[config.mk]
export PLATFORM = sky130hd
export DESIGN_NAME = float_rounder
export DESIGN_NICKNAME = d
export VERILOG_FILES = /design/src/rtl/float_rounder.sv
export SDC_FILE = /design/constraint.sdc
export NUM_CORES = 1
export LEC_CHECK = 0
export CORE_MARGIN = 2
export CORE_UTILIZATION = 30
export DETAILED_ROUTE_END_ITERATION = 16
export PLACE_DENSITY = 0.51
export SLEW_MARGIN = 20
export SYNTH_ARGS = -nofsm -noshare
export SYNTH_HDL_FRONTEND = slang
export SYNTH_SLANG_ARGS = --single-unit
[constraint.sdc]
create_clock -name clk -period 4.26 [get_ports clk]
set_input_delay 0.639 -clock clk [delete_from_list [all_inputs] [get_ports clk]]
set_output_delay 0.639 -clock clk [all_outputs]
set_load 0.05 [all_outputs]
[src/rtl/float_rounder.sv]
// float_rounder: two-stage IEEE-754 binary32 rounding and packing pipeline.
// Stage 1 denormalises tiny results and decides the rounding increment.
// Stage 2 renormalises, detects overflow, packs the word and builds fflags.
// Optional feature macro: FPU_ROUND_SUBNORMAL_EN (gradual underflow). When it
// is undefined, tiny inputs flush to signed zero and no shifter is built.
module float_rounder (
  input  logic               clk,
  input  logic               reset_n,
  input  logic               valid_in,
  output logic               ready_out,
  output logic               valid_out,
  input  logic               ready_in,
  input  logic [23:0]        man_in,
  input  logic signed [9:0]  exp_in,
  input  logic               sgn_in,
  input  logic               round_bit,
  input  logic               sticky_bit,
  input  logic               skip_round,
  input  logic               IV_in,
  input  logic               DZ_in,
  input  logic [2:0]         rm,
  output logic [31:0]        float_out,
  output logic [4:0]         fflags
);

  // Rounding increment for each mode; unknown codes fall back to RNE.
  function automatic logic round_inc(input logic [2:0] mode, input logic sgn,
                                     input logic lsb, input logic rnd,
                                     input logic stk);
    case (mode)
      3'b001:  round_inc = 1'b0;
      3'b010:  round_inc = sgn & (rnd | stk);
      3'b011:  round_inc = ~sgn & (rnd | stk);
      3'b100:  round_inc = rnd;
      default: round_inc = rnd & (stk | lsb);
    endcase
  endfunction

  // Overflow result: infinity when the mode rounds away from zero in the
  // direction of the sign, otherwise the largest finite magnitude.
  function automatic logic [31:0] ovf_result(input logic [2:0] mode,
                                             input logic sgn);
    logic to_inf;
    case (mode)
      3'b001:  to_inf = 1'b0;
      3'b010:  to_inf = sgn;
      3'b011:  to_inf = ~sgn;
      default: to_inf = 1'b1;
    endcase
    ovf_result = to_inf ? {sgn, 8'hFF, 23'd0} : {sgn, 8'hFE, 23'h7FFFFF};
  endfunction

  logic               vld_p1;
  logic               vld_p2;
  logic               s2_free;

  logic               tiny_p0;
  logic [23:0]        man_dn_p0;
  logic               rnd_dn_p0;
  logic               stk_dn_p0;
  logic               subn_p0;
  logic               flush_p0;
  logic signed [9:0]  exp_dn_p0;
  logic               inc_p0;
  logic               nx_p0;
  logic [24:0]        rounded_p0;

  logic               skip_p1;
  logic               sgn_p1;
  logic [24:0]        rounded_p1;
  logic signed [9:0]  exp_p1;
  logic               subn_p1;
  logic               flush_p1;
  logic               nx_p1;
  logic               tiny_p1;
  logic [2:0]         rm_p1;
  logic               nv_p1;
  logic               dz_p1;

  logic               carry_p1;
  logic signed [10:0] exp_r_p1;
  logic               ovf_p1;
  logic [31:0]        res_p1;
  logic [4:0]         flg_p1;

  logic [31:0]        res_p2;
  logic [4:0]         flg_p2;

  // Stage 2 can take a new item when it is empty or is being drained.
  assign s2_free   = ~vld_p2 | ready_in;
  assign ready_out = ~vld_p1 | s2_free;
  assign valid_out = vld_p2;
  assign float_out = res_p2;
  assign fflags    = flg_p2;

  assign tiny_p0 = (exp_in <= 10'sd0);

`ifdef FPU_ROUND_SUBNORMAL_EN
  logic signed [10:0] sh_full_p0;
  logic [4:0]         shamt_p0;
  logic [50:0]        shifted_p0;

  // Denormalise tiny results: shift right by 1-exp, capped at 26 places.
  always_comb begin
    sh_full_p0 = 11'sd1 - $signed({exp_in[9], exp_in});
    shamt_p0   = (sh_full_p0 > 11'sd26) ? 5'd26 : sh_full_p0[4:0];
    shifted_p0 = {man_in, round_bit, 26'd0} >> shamt_p0;
    flush_p0   = 1'b0;
    if (tiny_p0 && !skip_round) begin
      man_dn_p0 = shifted_p0[50:27];
      rnd_dn_p0 = shifted_p0[26];
      stk_dn_p0 = (|shifted_p0[25:0]) | sticky_bit;
      subn_p0   = 1'b1;
      exp_dn_p0 = 10'sd0;
    end else begin
      man_dn_p0 = man_in;
      rnd_dn_p0 = round_bit;
      stk_dn_p0 = sticky_bit;
      subn_p0   = 1'b0;
      exp_dn_p0 = exp_in;
    end
  end
`else
  // Tiny results are flushed in stage 2; the mantissa passes through as is.
  always_comb begin
    man_dn_p0 = man_in;
    rnd_dn_p0 = round_bit;
    stk_dn_p0 = sticky_bit;
    subn_p0   = 1'b0;
    exp_dn_p0 = exp_in;
    flush_p0  = tiny_p0 & ~skip_round;
  end
`endif

  // Round increment and inexact detection on the (possibly shifted) mantissa.
  always_comb begin
    inc_p0     = round_inc(rm, sgn_in, man_dn_p0[0], rnd_dn_p0, stk_dn_p0);
    nx_p0      = flush_p0 | rnd_dn_p0 | stk_dn_p0;
    rounded_p0 = skip_round ? {1'b0, man_in}
                            : ({1'b0, man_dn_p0} + {24'd0, inc_p0});
  end

  // ---- stage 1 register: rounded mantissa and context ----
  always_ff @(posedge clk or negedge reset_n) begin
    if (!reset_n) begin
      vld_p1     <= 1'b0;
      skip_p1    <= 1'b0;
      sgn_p1     <= 1'b0;
      rounded_p1 <= '0;
      exp_p1     <= '0;
      subn_p1    <= 1'b0;
      flush_p1   <= 1'b0;
      nx_p1      <= 1'b0;
      tiny_p1    <= 1'b0;
      rm_p1      <= '0;
      nv_p1      <= 1'b0;
      dz_p1      <= 1'b0;
    end else if (ready_out) begin
      vld_p1 <= valid_in;
      if (valid_in) begin
        skip_p1    <= skip_round;
        sgn_p1     <= sgn_in;
        rounded_p1 <= rounded_p0;
        exp_p1     <= exp_dn_p0;
        subn_p1    <= subn_p0;
        flush_p1   <= flush_p0;
        nx_p1      <= nx_p0 & ~skip_round;
        tiny_p1    <= tiny_p0;
        rm_p1      <= rm;
        nv_p1      <= IV_in;
        dz_p1      <= DZ_in;
      end
    end
  end

  // Renormalise after carry-out, detect overflow, pack result and flags.
  always_comb begin
    carry_p1 = rounded_p1[24];
    exp_r_p1 = {exp_p1[9], exp_p1} + 11'(carry_p1)
             + 11'(subn_p1 & rounded_p1[23]);
    ovf_p1   = (exp_r_p1 >= 11'sd255);
    res_p1   = {sgn_p1, exp_r_p1[7:0], carry_p1 ? 23'd0 : rounded_p1[22:0]};
    flg_p1   = {nv_p1, dz_p1, 1'b0, tiny_p1 & nx_p1, nx_p1};
    if (skip_p1) begin
      res_p1 = {sgn_p1, exp_p1[7:0], rounded_p1[22:0]};
      flg_p1 = {nv_p1, dz_p1, 3'b000};
    end else if (flush_p1) begin
      res_p1 = {sgn_p1, 31'd0};
      flg_p1 = {nv_p1, dz_p1, 3'b011};
    end else if (ovf_p1) begin
      res_p1 = ovf_result(rm_p1, sgn_p1);
      flg_p1 = {nv_p1, dz_p1, 3'b101};
    end
  end

  // ---- stage 2 register: packed output, held while downstream stalls ----
  always_ff @(posedge clk or negedge reset_n) begin
    if (!reset_n) begin
      vld_p2 <= 1'b0;
      res_p2 <= '0;
      flg_p2 <= '0;
    end else if (s2_free) begin
      vld_p2 <= vld_p1;
      if (vld_p1) begin
        res_p2 <= res_p1;
        flg_p2 <= flg_p1;
      end
    end
  end

endmodule

# Word level (Yosys, flattened, before mapping)
# Cells that the tools add are included.
[op_classes]
n_addsub = 2
multipliers = 0
n_div = 0
n_lt_le_gt_ge = 2
eq_ne = 7
shifts = 0
mux = 14
bitwise_logic = 17
n_reduce_logical = 2
[op_table]
columns = ["op", "n"]
rows = [
  ["$mux 31", 3],
  ["$add 24x1->25", 1],
  ["$mux 25", 1],
  ["$mux 24", 1],
  ["$mux 23", 1],
  ["$eq 3x2->1 const B", 4],
  ["$add 10x2->11", 1],
  ["$ge 11x9->1 const B", 1],
  ["$le 10x1->1 const B", 1],
  ["$mux 3", 3],
  ["$and 1x1->1", 6],
  ["$eq 3x1->1 const B", 2],
  ["$or 1x1->1", 6],
  ["$not 1->1", 5],
  ["$pmux 1 s4", 1],
  ["$reduce_and 2->1", 2],
  ["$eq 3x3->1 const B", 1],
  ["$mux 1", 3],
  ["$pmux 1 s3", 1],
]
[totals]
ff_bits = 84
latch_bits = 0
ram_bits = 0
mem_bits_ro = 0
inputBits = 47
out_inout_bits = 39
word_cells = 58
n_memories = 0

# Depth between registers and ports, before layout
# Gate-level depths: netlist (run 1).
[depth]
word_depth = 9
mapped_depth = 14
depth_no_buf = 13

# Worst setup path before layout (run 1)
# OpenSTA, ideal clock, no wires.
[synth_path]
path_type = "input-to-reg"
startpoint = "input sgn_in"
endpoint = "register rounded_p1[22]"
arrival_ns = 2.644
t_required_ns = 4.129
path_slack_ns = 1.485
path_stages = 13
path_buffers = 1
cell_sequence = "xnor2_1 > nor3b_1 > a21oi_1 > nor2_1 > ha_1 > ha_1 > and4b_1 > and3_1 > clkbuf_1 > and4_1 > and3_1 > xnor2_1 > o21ai_1"
[synth_between]
elab_chain_len = 5
elab_cells_between_ends = 6
classes_between = "add/sub (1); mux (2); bitwise (3)"
[synth_lines]
columns = ["item", "line_no", "source"]
rows = [
  ["start, declared", "15", "input logic sgn_in,"],
  ["$not 1->1", "33", "3'b011: round_inc = ~sgn & (rnd | stk);"],
  ["$and 1x1->1", "33", ""],
  ["$pmux 1 s4 *", "30", "case (mode)"],
  ["$add 24x1->25 *", "140", ": ({1'b0, man_dn_p0} + {24'd0, inc_p0});"],
  ["$mux 25 *", "139", "rounded_p0 = skip_round ? {1'b0, man_in}"],
  ["end signal, assigned", "163", "rounded_p1 <= rounded_p0;"],
  ["end, declared", "70", "logic [24:0] rounded_p1;"],
]
# Every way passes the cells marked *; elsewhere a longest branch is shown, timed or not.
# A chain may end at the register's enable or synchronous reset.

# Worst setup path in the final report (run 1)
[layout_path]
startpoint = "input rm[0]"
endpoint = "register rounded_p1[22]"
[layout_between]
elab_chain_len = 4
elab_cells_between_ends = 7
classes_between = "add/sub (1); eq/ne (4); mux (2)"
[layout_lines]
columns = ["item", "line_no", "source"]
rows = [
  ["start, declared", "21", "input logic [2:0] rm,"],
  ["$eq 3x3->1, or another cell as far along", "30", ""],
  ["$pmux 1 s4 *", "30", ""],
  ["$add 24x1->25 *", "140", ""],
  ["$mux 25 *", "139", ""],
]
# Marks and branches as above.

==> key figures, run 1 <==
Status
  • Outcome: finished clean

Die
  • Die area: roughly 16000 um2
  • Die height: roughly 130 um
  • FP Rows: 44
  • Core area: 14480 um2
  • Initial core utilization: slightly above 30%
  • I/O pin count: 86
  • Chip Width: roughly 130 um

Layout
  • Layout cell share with drive strength beyond 1: a little under a tenth
  • # fillers: ~1.5k
  • Most frequent cells in the layout: clkdlybuf4s50_1, dfrtp_1, a21oi_1
  • Area added between synthesis and finish: 28.74%
  • Most common cell after layout, fill and taps aside: clkdlybuf4s50_1
  • Finished Layout Cells: between 700 and 800
  • Final nets: around 610
  • Inserted Diodes: 0

Critical path
  • Worst R2R Path Depth: 7
  • Required time of the critical path: between 4000 and 5000 ps
  • Worst path depth: 13
  • Crit path max-delay family: simple AND/OR/NAND/NOR gates
  • Crit path largest cell delay: 450 ps
  • Startpoint type of the worst setup path: input pin
  • CP bufs+invs: 1
  • CP Class: in2reg
  • Worst EP arrival: 3340 ps
  • Worst-path cell chain: clkdlybuf4s50_1 > xnor2_1 > nor3b_1 > a21oi_1 > nor2_1 > ha_1 > ha_1 > and4b_1 > and3_1 > and4_1 > and3_1 > xnor2_1 > o21ai_1
  • Critical-path top delay cell: clkdlybuf4s50_1
  • Max FO, Critical Path: 6
  • CP Capture Type: register
  • Flop2flop setup slack: between 1500 and 2000 ps

Clock tree
  • Clock Path Buffers: 2
  • Post-cts sizing count: 0
  • CTS root buffer: clkbuf_16
  • Total CTS buffers: 9
  • Worst-Skew Late Latency: 340 ps
  • Hold Buf Count CTS: 0
  • Clk slew on worst S/H paths: roughly 60 ps
  • H-tree Lvls: 3
  • CTS tree: yes
  • Post CTS Setup Buffer Count: 0
  • Sink Count: 83

Power
  • Power, Total: about 2.8 mW
  • VDD IR-drop max: around 0.20 mV
  • Leakage: approximately 2.3 nW
  • PwrDens: between 400 and 500 nW/um2

Logic synthesis
  • Syn nets: around 540
  • Synth area leaders: dfrtp_1, a21oi_1, o21ai_0
  • Synthesized area: 4444 um2
  • Async S/R FF share, synth: 100.0%
  • Synth warn: 0
  • Yosys top cell area share: between 40% and 50%
  • Largest area contributor in the netlist: dfrtp_1
  • Ys flop type: dfrtp_1
  • Post-synth EDFFs: 0
  • Register area share after synthesis: a little under half
  • Mean Syn Cell Area: 9.033 um2
  • Yosys reg bits: 83
  • Post-synth cell types: between 50 and 60
  • Post-Syn Instances: approximately 490

STA
  • Peak Freq: about 0.32 GHz
  • Hold Fails Final Rpt: 0
  • Final setup fails: 0
  • Slew headroom: between 30% and 40%
  • Clock skew: between 7 and 8 ps
  • Final min period: 3118 ps
  • RSZ-0062 raised after global routing: no
  • Final Max Slew Viols: 0
  • Period utilization: 73.19%
  • Least-Margin Pin Slew: just under 1000 ps
  • Setup_tns: 0 ps

Routing
  • Via count: 3711
  • Post-route DRC: 0
  • Drt first pass iters: 4
  • ANT nets after route: 0
  • Starting DRT DRC Count: between 150 and 200
  • Via density: 4.955
  • Routed wire length per instance: roughly 15 um
  • Post-Route WL: around 11000 um

GRT
  • Largest net degree at the start of global routing: 84
  • Initial antenna violation count: 0
  • All-Layer GR Usage: between 10 and 15%
  • Vias in the first global route: ~3.5k
  • Total grt overflow: 0
  • First-pass GRT wire length: 18820 um

Placement
  • Cells after DPL: roughly 730
  • Hpwl dp: approximately 7800 um
  • Routability cong.: between 0.8 and 0.9
  • Port buffer count: 85

Flow run
  • Max cap viols: 0

Hold path
  • HP Class: in2async
## state kept, by name, indices dropped and copies added, names as in the netlist, 3 cells and up
name / count
rm_p1: 3
fflags: 5
float_out: 32
exp_p1: 10
rounded_p1: 24
## worst register-to-register path, delay by kind of cell, from the launching register on
kind | cells | cell delay, ps
adder cells (fa/ha/maj) | 1 | 300
AND/OR/NAND/NOR | 2 | 460
flip-flops | 1 | 460
AO/OA/AOI/OAI | 4 | 1270
## cell type report
type | count | area, um2 | share of cell area, %
timing repair buffer | 92 | 904.6 | 15.81
multi-input combinational | 373 | 2207 | 38.57
clock buffer | 13 | 260.3 | 4.548
inverter | 2 | 7.507 | 0.1312
clock inverter | 2 | 35.03 | 0.6123
tap | 184 | 230.2 | 4.024
sequential | 83 | 2077 | 36.30
## layer usage
metal,wire [um],vias to the layer above,GRT usage (%)
met5,0,-,0
met3,436,13,2.294
li1,-,1870,-
met2,5311,69,23.12
met4,176,0,5.752
met1,5488,1759,20.87
## synthesized netlist by cell type, drive strengths merged (8+ instances only)
cell type   n
a21oi      79
and3        8
buf         9
clkbuf     25
dfrtp      83
mux2       17
nand2      56
nand3      14
nor2       45
o21ai      60
xnor2      12
xor2       15
## power by group
part / switching (mW) / internal (mW)
Clock: 0.302 / 0.482
Sequential: 0.119 / 0.931
Combinational: 0.604 / 0.338
## cell families (layout without fill, tap and decap cells)
group,Yosys count,in the layout,share of synthesized area [%]
buffers and inverters,36,109,3.773
XOR/XNOR,27,27,5.321
flip-flops,83,83,46.73
AO/OA/AOI/OAI,164,164,21.14
AND/OR/NAND/NOR,159,159,17.15
adder cells (fa/ha/maj),4,4,1.126
multiplexers,19,19,4.758
## final timing paths
| kind | start | end |
|---|---|---|
| max in group asynchronous | reset_n | float_out[0]$_DFFE_PN0P_ |
| setup reg to reg | rounded_p1[24]$_DFFE_PN0P_ | float_out[1]$_DFFE_PN0P_ |
| hold / removal | reset_n | float_out[17]$_DFFE_PN0P_ |
| setup / recovery | rm[0] | rounded_p1[22]$_DFFE_PN0P_ |
| min in group clk | nv_p1$_DFFE_PN0P_ | fflags[4]$_DFFE_PN0P_ |
| hold reg to reg | nv_p1$_DFFE_PN0P_ | fflags[4]$_DFFE_PN0P_ |
## stage by stage
stage | hold WS [ps] | utilization (%) | setup WS [ps] | cell area [um2]
detailed placement | 451.3 | 37.45 | 760.8 | 5423
finish | 338.3 | 39.52 | 1142 | 5722
CTS | 462.3 | 39.49 | 1115 | 5718
global route | 419.7 | 39.52 | 938.6 | 5722
global placement | 440.8 | 37.45 | 843.2 | 5423
floorplan | 343.4 | - | 1485 | 4444
No activity file was read; power rests on OpenSTA's default activity.
==> run 2, diff against run 1 <==
==> constraint.sdc (replaced) <==
create_clock -name clk -period 3.2 [get_ports clk]
set_input_delay 0.48 -clock clk [delete_from_list [all_inputs] [get_ports clk]]
set_output_delay 0.48 -clock clk [all_outputs]
set_load 0.05 [all_outputs]
==> run 2 against run 1 <==
Sequential share of layout area fell by 0.47 points; via count rose by 2.6%; sequential cell count did not move; clock-buffer cell count fell by 2; power rose by 37%; register-to-register slack got worse by 1100 ps; wire length rose by 3.1%; worst setup slack got worse by 700 ps; critical path type unchanged.
==> key figures, run 2 (same netlist as run 1, synthesis figures left out) <==
GRT
  • All-Layer GR Usage: about 16%
  • First-pass GRT wire length: just under 20000 um
  • Vias in the first global route: around 3.7k
  • Initial antenna violation count: 0
  • Met3 GRT Util: around 2.6%
  • Layer with the highest usage: met2
  • Met1 Use GR: approximately 22%
  • Total grt overflow: 0
  • Met2 Resource Use GR: 23.75%
  • Largest net degree at the start of global routing: 84

Placement
  • Port buffer count: 85
  • Cells after DPL: roughly 740
  • Hpwl dp: between 7000 and 8000 um
  • Placed standard-cell area: 5465 um2
  • Routability cong.: 0.7999

Status
  • Outcome: finished clean

Routing
  • Post-route DRC: 0
  • ANT nets after route: 0
  • Drt first pass iters: 4
  • Routed wire length per instance: 15.61 um
  • Post-Route WL: about 12000 um
  • Via density: between 5 and 6
  • Starting DRT DRC Count: 193
  • Via count: approximately 3.8k

STA
  • Setup_tns: 0 ps
  • Final setup fails: 0
  • Hold Fails Final Rpt: 0
  • Period utilization: between 80% and 90%
  • RSZ-0062 raised after global routing: no
  • Clock skew: about 7.0 ps
  • Slew headroom: approximately 48%
  • Final Max Slew Viols: 0
  • Peak Freq: between 0.3 and 0.4 GHz
  • Final min period: 2762 ps
  • Least-Margin Pin Slew: approximately 800 ps

Critical path
  • CP Capture Type: register
  • Origin of the worst setup path: rm[0]
  • CP Class: in2reg
  • Worst r2r dst: float_out[3]$_DFFE_PN0P_
  • Flop2flop setup slack: 520 ps
  • Startpoint type of the worst setup path: input pin
  • Worst EP arrival: 2990 ps
  • RR Startpoint: rounded_p1[24]$_DFFE_PN0P_
  • Worst R2R Path Depth: 7
  • Max FO, Critical Path: 4
  • Required time of the critical path: ~3400 ps

Die
  • Chip Width: about 130 um
  • FP Rows: 44
  • Core area: ~14000 um2
  • I/O pin count: 86
  • Die height: approximately 130 um
  • Die area: roughly 16000 um2
  • Initial core utilization: a little under a third

Power
  • Combinational share of power: around 33%
  • Int Power: 2.418 mW
  • Switching power: 1.392 mW
  • Leakage: between 2 and 2.5 nW
  • Sw Ratio: between 30% and 40%
  • Seq pwr share: a little under two fifths
  • PwrDens: between 600 and 700 nW/um2
  • Clk pwr share: 30.1%
  • Power, Total: roughly 3.8 mW
  • VDD IR-drop max: approximately 0.28 mV

Layout
  • Finished Layout Cells: approximately 750
  • Area added between synthesis and finish: 30.43%
  • Final nets: 616
  • Inserted Diodes: 0
  • Most frequent cells in the layout: clkdlybuf4s50_1, dfrtp_1, a21oi_1
  • Layout cell share with drive strength beyond 1: 10.53%
  • Most common cell after layout, fill and taps aside: clkdlybuf4s50_1
  • # fillers: 1451
  • Max FFs per register: 32
  • Utilization after layout: 40.04%
  • Design Area, Final: approximately 5800 um2

Clock tree
  • Sink Count: 83
  • CTS root buffer: clkbuf_16
  • Clock Path Buffers: 2
  • CTS tree: yes
  • Post-cts sizing count: 0
  • Clk slew on worst S/H paths: 60 ps
  • H-tree Lvls: 3
  • Worst-Skew Late Latency: ~340 ps
  • Hold Buf Count CTS: 0
  • Post CTS Setup Buffer Count: 0
  • Total CTS buffers: 9

Flow run
  • Max cap viols: 0

Hold path
  • HP Class: in2async
## run 2: worst max-delay path by stage
stage                                 endpoint  slack (ps)
floorplan           rounded_p1[22]$_DFFE_PN0P_         580
global placement    rounded_p1[22]$_DFFE_PN0P_          90
detailed placement  rounded_p1[22]$_DFFE_PN0P_          60
CTS                 rounded_p1[22]$_DFFE_PN0P_         410
global route        rounded_p1[24]$_DFFE_PN0P_          90
finish              rounded_p1[22]$_DFFE_PN0P_         440
## run 2: cell type report
class | instances | area [um2] | share of cell area [%]
inverters | 2 | 7.507 | 0.1295
multi-input cells | 373 | 2207 | 38.07
clock buffers | 11 | 252.7 | 4.360
flip-flops and latches | 83 | 2077 | 35.83
repair buffers | 96 | 947.2 | 16.34
clock inverters | 5 | 75.07 | 1.295
well taps | 184 | 230.2 | 3.972
## run 2: per-layer routing
| metal | share of wire (%) | up-vias | routed length [um] |
|---|---|---|---|
| met1 | 49 | 1837 | 5824 |
| met5 | 0 | - | 0 |
| li1 | - | 1881 | - |
| met4 | 1.7 | 0 | 196 |
| met3 | 3.9 | 12 | 456 |
| met2 | 45 | 76 | 5289 |
## run 2: stage by stage
step / setup WS [ps] / hold slack (ps)
global placement: 86.54 / 442.4
floorplan: 583.7 / 184.4
finish: 437.8 / 200.9
CTS: 409.8 / 390.4
global route: 89.63 / 267.6
detailed placement: 55.21 / 455.0
## run 2: power by group through the flow
stage / clock [mW] / sequential (mW) / combinational [mW]
after CTS: 1.17 / 1.40 / 1.27
after global placement: 0 / 1.42 / 1.26
final: 1.15 / 1.40 / 1.26
after detailed placement: 0 / 1.42 / 1.27
after global routing: 1.22 / 1.43 / 1.37
after floorplan: 0 / 1.76 / 0.465
## run 2: critical path: stages
cell	delay (ps)
clkdlybuf4s50_1	500
nor2_1	70
a211oi_1	230
nor2_1	70
nor2_1	100
nor2_1	60
ha_1	200
ha_1	190
and4b_1	230
and3_1	210
and4_1	240
and3_1	200
xnor2_1	130
o21ai_1	70
==> run 3, diff against run 2 <==
--- a/config.mk
+++ b/config.mk
@@ -7,6 +7,7 @@
 export LEC_CHECK = 0
 export CORE_MARGIN = 2
 export CORE_UTILIZATION = 30
+export CTS_CLUSTER_SIZE = 24
 export DETAILED_ROUTE_END_ITERATION = 16
 export PLACE_DENSITY = 0.51
 export SLEW_MARGIN = 20
==> results of run 3 <==
The final DEF is identical to that of run 2; final timing and power are the same.
